===== config.mk =====
export PLATFORM = sky130hd
export DESIGN_NAME = ctrl_pipe_flat
export DESIGN_NICKNAME = d
export VERILOG_FILES = /design/src/rtl/ctrl_pkg.sv /design/src/rtl/ctrl_pipe_if.sv /design/src/rtl/ctrl_decode.sv /design/src/rtl/ctrl_pipe.sv /design/src/flat_wrapper.sv
export SDC_FILE = /design/constraint.sdc
export NUM_CORES = 1
export LEC_CHECK = 0
export CORE_MARGIN = 4
export CORE_UTILIZATION = 46
export DETAILED_ROUTE_END_ITERATION = 12
export PLACE_DENSITY = 0.92
export SKIP_LAST_GASP = 1
export SLEW_MARGIN = 20
export SYNTH_ARGS = -nofsm -noshare
export SYNTH_HDL_FRONTEND = slang
export SYNTH_SLANG_ARGS = --single-unit

===== constraint.sdc =====
create_clock -name clk -period 5.7 [get_ports clk]
set_input_delay 1.14 -clock clk [delete_from_list [all_inputs] [get_ports clk]]
set_output_delay 1.14 -clock clk [all_outputs]
set_load 0.02 [all_outputs]

===== src/rtl/ctrl_pkg.sv =====
`default_nettype none
// ============================================================================
// Module      : ctrl_pkg
// Description : Shared encodings and the control word for the RV32I control path
// Revision    : 1.0 - initial release
// ============================================================================
package ctrl_pkg;

    localparam logic [6:0] c_op_r      = 7'b0110011;
    localparam logic [6:0] c_op_i      = 7'b0010011;
    localparam logic [6:0] c_op_load   = 7'b0000011;
    localparam logic [6:0] c_op_store  = 7'b0100011;
    localparam logic [6:0] c_op_branch = 7'b1100011;
    localparam logic [6:0] c_op_jal    = 7'b1101111;
    localparam logic [6:0] c_op_jalr   = 7'b1100111;
    localparam logic [6:0] c_op_lui    = 7'b0110111;

    typedef enum logic [2:0] {
        ALU_ADD = 3'd0,
        ALU_SUB = 3'd1,
        ALU_AND = 3'd2,
        ALU_OR  = 3'd3,
        ALU_XOR = 3'd4,
        ALU_SLT = 3'd5,
        ALU_SLL = 3'd6,
        ALU_SRL = 3'd7
    } alu_ctl_e;

    typedef enum logic [2:0] {
        IMM_I = 3'd0,
        IMM_S = 3'd1,
        IMM_B = 3'd2,
        IMM_J = 3'd3,
        IMM_U = 3'd4
    } imm_src_e;

    typedef enum logic [1:0] {
        RES_ALU = 2'd0,
        RES_MEM = 2'd1,
        RES_PC4 = 2'd2,
        RES_IMM = 2'd3
    } result_src_e;

    typedef struct packed {
        logic        reg_write;
        logic        mem_write;
        result_src_e result_src;
        alu_ctl_e    alu_ctl;
        logic        alu_src;
        logic        branch;
        logic [2:0]  funct3;
        logic        jump;
        logic        jalr;
    } ctrl_word_t;

    // All-zero word doubles as the pipeline bubble
    localparam ctrl_word_t c_bubble = '0;

endpackage
`default_nettype wire


===== src/rtl/ctrl_pipe_if.sv =====
`default_nettype none
// ============================================================================
// Module      : ctrl_pipe_if
// Description : Handshake/bus bundle between hazard unit, datapath and ctrl_pipe
// Revision    : 1.0 - initial release
// ============================================================================
interface ctrl_pipe_if #(
    parameter int ALUCTL_W = 3,
    parameter int CNT_W    = 16
);
    logic                valid_d;
    logic [31:0]         instr_d;
    logic                stall_d;
    logic                flush_e;
    logic                zero_e;
    logic                lt_e;
    logic                ltu_e;
    logic                illegal_d;
    logic [ALUCTL_W-1:0] alu_ctl_e;
    logic                alu_src_e;
    logic [2:0]          imm_src_d;
    logic                pc_src_e;
    logic                jalr_e;
    logic                reg_write_m;
    logic                mem_write_m;
    logic                reg_write_w;
    logic [1:0]          result_src_w;
    logic [CNT_W-1:0]    illegal_cnt;

    modport master (
        output valid_d, instr_d, stall_d, flush_e, zero_e, lt_e, ltu_e,
        input  illegal_d, alu_ctl_e, alu_src_e, imm_src_d, pc_src_e, jalr_e,
               reg_write_m, mem_write_m, reg_write_w, result_src_w, illegal_cnt
    );

    modport slave (
        input  valid_d, instr_d, stall_d, flush_e, zero_e, lt_e, ltu_e,
        output illegal_d, alu_ctl_e, alu_src_e, imm_src_d, pc_src_e, jalr_e,
               reg_write_m, mem_write_m, reg_write_w, result_src_w, illegal_cnt
    );
endinterface
`default_nettype wire


===== src/rtl/ctrl_decode.sv =====
`default_nettype none
// ============================================================================
// Module      : ctrl_decode
// Description : D-stage instruction decode and illegal-encoding detection
// Revision    : 1.0 - initial release
// ============================================================================
module ctrl_decode
    import ctrl_pkg::*;
#(
    parameter bit EN_JUMP = 1'b1
) (
    input  logic       i_valid,
    input  logic [6:0] i_opcode,
    input  logic [2:0] i_funct3,
    input  logic       i_funct7b5,
    output ctrl_word_t o_word,
    output imm_src_e   o_imm_src,
    output logic       o_illegal
);

    ctrl_word_t w_dec;
    imm_src_e   w_imm;
    logic       w_ok;
    logic       w_is_r;

    assign w_is_r = (i_opcode == c_op_r);

    always_comb begin
        w_dec = c_bubble;
        w_imm = IMM_I;
        w_ok  = 1'b0;
        case (i_opcode)
            c_op_r, c_op_i: begin
                w_ok            = 1'b1;
                w_dec.reg_write = 1'b1;
                w_dec.alu_src   = ~w_is_r;
                case (i_funct3)
                    3'b000:  w_dec.alu_ctl = (w_is_r && i_funct7b5) ? ALU_SUB : ALU_ADD;
                    3'b001:  w_dec.alu_ctl = ALU_SLL;
                    3'b010:  w_dec.alu_ctl = ALU_SLT;
                    3'b100:  w_dec.alu_ctl = ALU_XOR;
                    3'b101: begin
                        // Arithmetic shifts have no ALU encoding
                        w_dec.alu_ctl = ALU_SRL;
                        if (i_funct7b5) w_ok = 1'b0;
                    end
                    3'b110:  w_dec.alu_ctl = ALU_OR;
                    3'b111:  w_dec.alu_ctl = ALU_AND;
                    default: w_ok = 1'b0;
                endcase
                if (w_is_r && i_funct7b5 && (i_funct3 != 3'b000)) w_ok = 1'b0;
            end
            c_op_load: begin
                if (i_funct3 == 3'b010) begin
                    w_ok             = 1'b1;
                    w_dec.reg_write  = 1'b1;
                    w_dec.alu_src    = 1'b1;
                    w_dec.result_src = RES_MEM;
                end
            end
            c_op_store: begin
                if (i_funct3 == 3'b010) begin
                    w_ok            = 1'b1;
                    w_dec.mem_write = 1'b1;
                    w_dec.alu_src   = 1'b1;
                    w_imm           = IMM_S;
                end
            end
            c_op_branch: begin
                w_ok          = (i_funct3 != 3'b010) && (i_funct3 != 3'b011);
                w_dec.branch  = 1'b1;
                w_dec.alu_ctl = ALU_SUB;
                w_dec.funct3  = i_funct3;
                w_imm         = IMM_B;
            end
            c_op_jal: begin
                if (EN_JUMP) begin
                    w_ok             = 1'b1;
                    w_dec.reg_write  = 1'b1;
                    w_dec.result_src = RES_PC4;
                    w_dec.jump       = 1'b1;
                    w_imm            = IMM_J;
                end
            end
            c_op_jalr: begin
                if (EN_JUMP && (i_funct3 == 3'b000)) begin
                    w_ok             = 1'b1;
                    w_dec.reg_write  = 1'b1;
                    w_dec.result_src = RES_PC4;
                    w_dec.jump       = 1'b1;
                    w_dec.jalr       = 1'b1;
                    w_dec.alu_src    = 1'b1;
                end
            end
            c_op_lui: begin
                if (EN_JUMP) begin
                    w_ok             = 1'b1;
                    w_dec.reg_write  = 1'b1;
                    w_dec.result_src = RES_IMM;
                    w_imm            = IMM_U;
                end
            end
            default: w_ok = 1'b0;
        endcase
    end

    assign o_word    = w_ok ? w_dec : c_bubble;
    assign o_imm_src = w_ok ? w_imm : IMM_I;
    assign o_illegal = i_valid & ~w_ok;

endmodule
`default_nettype wire


===== src/rtl/ctrl_pipe.sv =====
`default_nettype none
// ============================================================================
// Module      : ctrl_pipe
// Description : ID/EX, EX/MEM, MEM/WB control registers, branch resolution and
//               illegal-instruction counter for the 5-stage RV32I core
// Revision    : 1.0 - initial release
// ============================================================================
module ctrl_pipe
    import ctrl_pkg::*;
#(
    parameter int ALUCTL_W = 3,
    parameter int CNT_W    = 16,
    parameter bit EN_JUMP  = 1'b1
) (
    input  logic       clk,
    input  logic       rst,
    ctrl_pipe_if.slave bus
);

    ctrl_word_t       w_word;
    imm_src_e         w_imm_src;
    logic             w_illegal;
    logic             w_taken;
    logic             w_cnt_inc;

    ctrl_word_t       r_e;
    logic             r_m_reg_write;
    logic             r_m_mem_write;
    result_src_e      r_m_result_src;
    logic             r_w_reg_write;
    result_src_e      r_w_result_src;
    logic [CNT_W-1:0] r_cnt;

    ctrl_decode #(
        .EN_JUMP (EN_JUMP)
    ) u_decode (
        .i_valid    (bus.valid_d),
        .i_opcode   (bus.instr_d[6:0]),
        .i_funct3   (bus.instr_d[14:12]),
        .i_funct7b5 (bus.instr_d[30]),
        .o_word     (w_word),
        .o_imm_src  (w_imm_src),
        .o_illegal  (w_illegal)
    );

    always_ff @(posedge clk) begin
        if (rst || bus.flush_e || bus.stall_d || !bus.valid_d) begin
            r_e <= c_bubble;
        end else begin
            r_e <= w_word;
        end
    end

    always_ff @(posedge clk) begin
        if (rst) begin
            r_m_reg_write  <= 1'b0;
            r_m_mem_write  <= 1'b0;
            r_m_result_src <= RES_ALU;
            r_w_reg_write  <= 1'b0;
            r_w_result_src <= RES_ALU;
        end else begin
            r_m_reg_write  <= r_e.reg_write;
            r_m_mem_write  <= r_e.mem_write;
            r_m_result_src <= r_e.result_src;
            r_w_reg_write  <= r_m_reg_write;
            r_w_result_src <= r_m_result_src;
        end
    end

    // A held instruction is only counted on the cycle it actually leaves D
    assign w_cnt_inc = w_illegal & ~bus.stall_d & ~bus.flush_e;

    always_ff @(posedge clk) begin
        if (rst) begin
            r_cnt <= '0;
        end else if (w_cnt_inc && (r_cnt != {CNT_W{1'b1}})) begin
            r_cnt <= r_cnt + CNT_W'(1);
        end
    end

    always_comb begin
        w_taken = 1'b0;
        case (r_e.funct3)
            3'b000:  w_taken = bus.zero_e;
            3'b001:  w_taken = ~bus.zero_e;
            3'b100:  w_taken = bus.lt_e;
            3'b101:  w_taken = ~bus.lt_e;
            3'b110:  w_taken = bus.ltu_e;
            3'b111:  w_taken = ~bus.ltu_e;
            default: w_taken = 1'b0;
        endcase
    end

    assign bus.illegal_d    = w_illegal;
    assign bus.imm_src_d    = w_imm_src;
    assign bus.alu_ctl_e    = ALUCTL_W'(r_e.alu_ctl);
    assign bus.alu_src_e    = r_e.alu_src;
    assign bus.pc_src_e     = (r_e.branch & w_taken) | r_e.jump;
    assign bus.jalr_e       = r_e.jalr;
    assign bus.reg_write_m  = r_m_reg_write;
    assign bus.mem_write_m  = r_m_mem_write;
    assign bus.reg_write_w  = r_w_reg_write;
    assign bus.result_src_w = r_w_result_src;
    assign bus.illegal_cnt  = r_cnt;

endmodule
`default_nettype wire


===== src/flat_wrapper.sv =====
// flat-port wrapper written by rule: the top's interface ports become plain ports
module ctrl_pipe_flat import ctrl_pkg::*;
#(
    parameter int ALUCTL_W = 3,
    parameter int CNT_W    = 16,
    parameter bit EN_JUMP  = 1'b1
)
  (clk, rst, bus_valid_d, bus_instr_d, bus_stall_d, bus_flush_e, bus_zero_e, bus_lt_e, bus_ltu_e, bus_illegal_d, bus_alu_ctl_e, bus_alu_src_e, bus_imm_src_d, bus_pc_src_e, bus_jalr_e, bus_reg_write_m, bus_mem_write_m, bus_reg_write_w, bus_result_src_w, bus_illegal_cnt);
  ctrl_pipe_if #(.ALUCTL_W(ALUCTL_W), .CNT_W(CNT_W)) bus_i ();
  input  logic clk;
  input  logic rst;
  input wire logic [$bits(bus_i.valid_d)-1:0] bus_valid_d;
  input wire logic [$bits(bus_i.instr_d)-1:0] bus_instr_d;
  input wire logic [$bits(bus_i.stall_d)-1:0] bus_stall_d;
  input wire logic [$bits(bus_i.flush_e)-1:0] bus_flush_e;
  input wire logic [$bits(bus_i.zero_e)-1:0] bus_zero_e;
  input wire logic [$bits(bus_i.lt_e)-1:0] bus_lt_e;
  input wire logic [$bits(bus_i.ltu_e)-1:0] bus_ltu_e;
  output wire logic [$bits(bus_i.illegal_d)-1:0] bus_illegal_d;
  output wire logic [$bits(bus_i.alu_ctl_e)-1:0] bus_alu_ctl_e;
  output wire logic [$bits(bus_i.alu_src_e)-1:0] bus_alu_src_e;
  output wire logic [$bits(bus_i.imm_src_d)-1:0] bus_imm_src_d;
  output wire logic [$bits(bus_i.pc_src_e)-1:0] bus_pc_src_e;
  output wire logic [$bits(bus_i.jalr_e)-1:0] bus_jalr_e;
  output wire logic [$bits(bus_i.reg_write_m)-1:0] bus_reg_write_m;
  output wire logic [$bits(bus_i.mem_write_m)-1:0] bus_mem_write_m;
  output wire logic [$bits(bus_i.reg_write_w)-1:0] bus_reg_write_w;
  output wire logic [$bits(bus_i.result_src_w)-1:0] bus_result_src_w;
  output wire logic [$bits(bus_i.illegal_cnt)-1:0] bus_illegal_cnt;
  assign bus_i.valid_d = bus_valid_d;
  assign bus_i.instr_d = bus_instr_d;
  assign bus_i.stall_d = bus_stall_d;
  assign bus_i.flush_e = bus_flush_e;
  assign bus_i.zero_e = bus_zero_e;
  assign bus_i.lt_e = bus_lt_e;
  assign bus_i.ltu_e = bus_ltu_e;
  assign bus_illegal_d = bus_i.illegal_d;
  assign bus_alu_ctl_e = bus_i.alu_ctl_e;
  assign bus_alu_src_e = bus_i.alu_src_e;
  assign bus_imm_src_d = bus_i.imm_src_d;
  assign bus_pc_src_e = bus_i.pc_src_e;
  assign bus_jalr_e = bus_i.jalr_e;
  assign bus_reg_write_m = bus_i.reg_write_m;
  assign bus_mem_write_m = bus_i.mem_write_m;
  assign bus_reg_write_w = bus_i.reg_write_w;
  assign bus_result_src_w = bus_i.result_src_w;
  assign bus_illegal_cnt = bus_i.illegal_cnt;
  ctrl_pipe #(.ALUCTL_W(ALUCTL_W), .CNT_W(CNT_W), .EN_JUMP(EN_JUMP)) u_core (.clk(clk), .rst(rst), .bus(bus_i));
endmodule

==> results.md <==
Outcome:
- The run finished with clean final reports.

Timing:
- For the pin with the worst max-slew slack, the measured transition is 0.892 ns.
- The fmax is 0.207 GHz.
- Of the available clock period, the critical path in the final layout requires 0.849.
- Setup repair after global routing left no endpoint under its margin.
- The post-route clock skew is 0.00653 ns.
- Across all setup checks in the final design, the least slack found is 0.858 ns.
- The number of slew-limit violations in the final report is 0.
- The setup TNS is 0 ns.
- The tightest hold path in the finished design has a slack of between 0.4 and 0.5 ns.
- The hold violation total from the final report was 0.
- After layout, the minimum clock period comes to roughly 4.8 ns.
- The relative slew slack is 0.403.
- The final setup violation count is 0.

Critical path:
- In this run the worst path has a maximum fanout of 8.
- Data on the critical path is required at its endpoint by 4.56 ns.
- The critical path start-end classification is in -> out.
- Counting both buffers and inverters, the worst setup path holds a total of 2.
- Grouping stages by cell kind, the critical path spends the most delay in buffers and inverters.
- In this design, the stage delay of the slowest critical-path cell is 0.64 ns.
- Data arrives at the worst endpoint at 3.70 ns.
- Traced cell by cell, the critical path runs through clkdlybuf4s50_1 > nor2_1 > nand4bb_1 > a2111oi_2 > nor3_1 > nor3_1 > clkdlybuf4s50_1.
- The cell with the largest stage delay on the worst path is sky130_fd_sc_hd__clkdlybuf4s50_1.
- STA classifies the critical path endpoint as an output pin.
- The worst register-to-register path begins at u_core.bus.illegal_cnt[0].
- The worst setup path is launched from a primary input.
- Tracing the worst setup path back leads to its startpoint at bus_instr_d[2].

Clocking:
- The number of hold buffers added after cts is 0.
- The clock buffer count from CTS is 5.
- In this run the deepest clock path goes through 2 buffers.
- The clock latency at the later pin of the worst-skew pair is 0.28 ns.
- The total number of clock tree sinks is 37.
- TritonCTS built the clock tree.
- After clock tree synthesis, the clock-pin slew on the worst setup and hold paths is about 0.07 ns.
- The clock root buffer master is sky130_fd_sc_hd__clkbuf_8.
- Once the clock tree was built, the setup fixing pass inserted 0 buffers.
- In this run the number of H-tree levels came out at 2.
- The post-CTS resize count is 0.

Logic synthesis:
- Synthesis produced between 150 and 200 cells.
- The total nets after synthesis is approximately 240.
- The per-instance average area after synthesis is 8.76 um2.
- In this run, synthesis inferred 0 flip-flops with an integrated enable.
- The number of unique standard cell types used by synthesis is 41.
- The synthesized design contains 37 register bits.
- In this run the cell area of the synthesized design comes to about 1700 um2.
- The primary flip-flop cell chosen by synthesis mapping is sky130_fd_sc_hd__dfxtp_1.
- The total number of yosys warnings is 0.
- The fraction of the yosys area taken by sequential cells is 0.427.
- The share of synthesized registers carrying an async set or reset is 0.

Floorplan:
- Pin placement for this block handled 71 I/O pins.
- The starting density of the core is 0.474.
- The placeable core region is 3660 um2.
- The area enclosed by the die boundary is a little under 5000 um2.
- The vertical die dimension is ~70 um.
- From left edge to right edge, the die measures roughly 69 um.
- The floorplan has 22 rows.

Power and ir drop:
- The share of total power dissipated in combinational logic is 0.083.
- Internal power comes to 0.375 mW.
- Dividing total power by cell area gives a power density of around 210 nW/um2.
- The net switching share of the total power is 0.219.
- The analysis attributes to net switching a power of 0.105 mW.
- Power comes to 0.479 mW.
- Of the total power, registers draw 0.542.
- The maximum vdd ir drop is 0.000180 V.
- The relative contribution of the clock network to total power is 0.375.
- Summed over all cells, the static leakage comes to approximately 0.76 nW.

Routing:
- Once detail routing completed, the nets flagged for antenna violations numbered 0.
- The detailed router finished its first iteration with 69 violations.
- After detailed routing, the average wire length per cell comes to 12.8 um.
- The final routed DRC violation total is 0.
- In the routed layout, each cell is associated on average with a via count of roughly 5.5.
- Detailed routing inserted a total of between 1500 and 2000 vias.
- The iteration count of the initial detailed-routing pass is 4.
- The final layout contains routed wiring with a total length of 3660 um.

Placement:
- The pre-CTS setup slack is 0.863 ns.
- The instance count after placement with tap cells included is 280.
- Port buffering added 49 buffers.
- Routability-driven placement finished with a final weighted congestion of 0.895.
- The half-perimeter wire length of the detailed placement result is around 2600 um.
- The instance area at placement is 2190 um2.

Cells and area:
- The layout cell share with drive strength beyond 1 is 0.0502.
- The number of antenna cells inserted is 0.
- The final layout contains 280 nets.
- Summing all non-filler instances in the final layout gives an area of 2280 um2.
- The count of cells in the finished layout, fillers not included, comes to around 290.
- The area growth from synthesis to layout is 31.2%.
- Once layout is complete, the utilization of the core stands at 0.622.

GRT:
- The total global routing track utilization is 0.155.
- The first global-routing pass estimated between 6000 and 7000 um of wire.
- The number of antenna violations at the first check in global routing was 0.
- The largest net degree at the start of global routing is 31.
- The number of global-route vias before repair came to 1471.
- The total overflow reported by the global router is 0.

Min path:
- In this run the worst hold path is classified as reg -> reg.
- The worst min-delay path startpoint is u_core.r_e[10].

Job:
- The max capacitance violation total is 0.
[state kept, by name (all words and copies together), names as in the netlist]
register,count
u_core.bus.reg_write_w,1
u_core.bus.illegal_cnt,16
u_core.bus.alu_src_e,1
u_core.bus.result_src_w,2
u_core.bus.alu_ctl_e,3
u_core.bus.jalr_e,1
u_core.bus.reg_write_m,1
u_core.r_m_result_src,2
u_core.r_e,9
u_core.bus.mem_write_m,1
[worst paths after layout]
path                            depth (start not counted)                    endpoint  slack, ns
worst max-delay path                                    7            bus_imm_src_d[1]       0.86
worst min-delay path                                    1    u_core.r_m_result_src[0]       0.43
worst max register to register                          6  u_core.bus.illegal_cnt[15]       3.24
worst min register to register                          1    u_core.r_m_result_src[0]       0.43
[synthesized netlist by cell type, types with 4 or more instances]
cell type,instances,share of area
sky130_fd_sc_hd__nor3_1,8,0.023
sky130_fd_sc_hd__nor2b_1,9,0.032
sky130_fd_sc_hd__nand3_1,8,0.023
sky130_fd_sc_hd__nand4_1,4,0.014
sky130_fd_sc_hd__or4_1,6,0.026
sky130_fd_sc_hd__a21oi_1,16,0.046
sky130_fd_sc_hd__o21ai_0,12,0.035
sky130_fd_sc_hd__mux2i_1,5,0.029
sky130_fd_sc_hd__or3_1,11,0.040
sky130_fd_sc_hd__and3_1,5,0.018
sky130_fd_sc_hd__nand2_1,13,0.028
sky130_fd_sc_hd__buf_4,7,0.030
sky130_fd_sc_hd__nor2_1,12,0.026
sky130_fd_sc_hd__o31ai_1,5,0.022
sky130_fd_sc_hd__o21a_1,4,0.017
sky130_fd_sc_hd__dfxtp_1,37,0.43
[worst reg2reg max path, stage by stage, from the launching register on]
cell,delay (ns)
sky130_fd_sc_hd__dfxtp_1,0.35
sky130_fd_sc_hd__ha_1,0.30
sky130_fd_sc_hd__and3_1,0.22
sky130_fd_sc_hd__a31o_2,0.24
sky130_fd_sc_hd__or4_4,0.58
sky130_fd_sc_hd__or4_1,0.55
sky130_fd_sc_hd__a21oi_1,0.15
[power groups by stage]
stage	Sequential (mW)	Clock, mW	Combinational [mW]
finish	0.260	0.180	0.0399
global placement	0.265	0	0.0387
CTS	0.260	0.185	0.0397
detailed placement	0.266	0	0.0395
floorplan	0.266	0	0.0219
global route	0.260	0.194	0.0433
[cell usage in the layout (no fill, tap or decap), drive strengths merged, types with 8 or more instances in the layout]
| master | synthesis | layout |
|---|---|---|
| nand2 | 13 | 13 |
| clkdlybuf4s50 | 0 | 49 |
| nor2 | 12 | 12 |
| or3 | 11 | 11 |
| nor3 | 8 | 8 |
| dfxtp | 37 | 37 |
| o21ai | 13 | 13 |
| a21oi | 16 | 16 |
| nand3 | 8 | 8 |
| nor2b | 9 | 9 |
[kinds of logic after synthesis]
family          synth area share
compound gates             0.159
xor+xnor                  0.0152
fa+ha+maj                0.00721
buf+inv                   0.0592
flops                      0.427
mux                       0.0289
simple gates               0.304
[layout make-up]
type	count	area, um2
Fill cell	313	1390
Multi-Input combinational cell	144	891
Timing Repair Buffer	49	490
Clock buffer	7	86.3
Tap cell	48	60.1
Sequential cell	37	741
Inverter	2	7.51
[per-layer routing]
| metal | routed length (um) | up-vias | track usage |
|---|---|---|---|
| met5 | 0 | - | 0 |
| met4 | 93 | 0 | 0.0738 |
| met3 | 228 | 9 | 0.0478 |
| met2 | 1700 | 51 | 0.254 |
| met1 | 1640 | 704 | 0.183 |
| li1 | - | 806 | - |
Power figures use the tool's default switching activity.
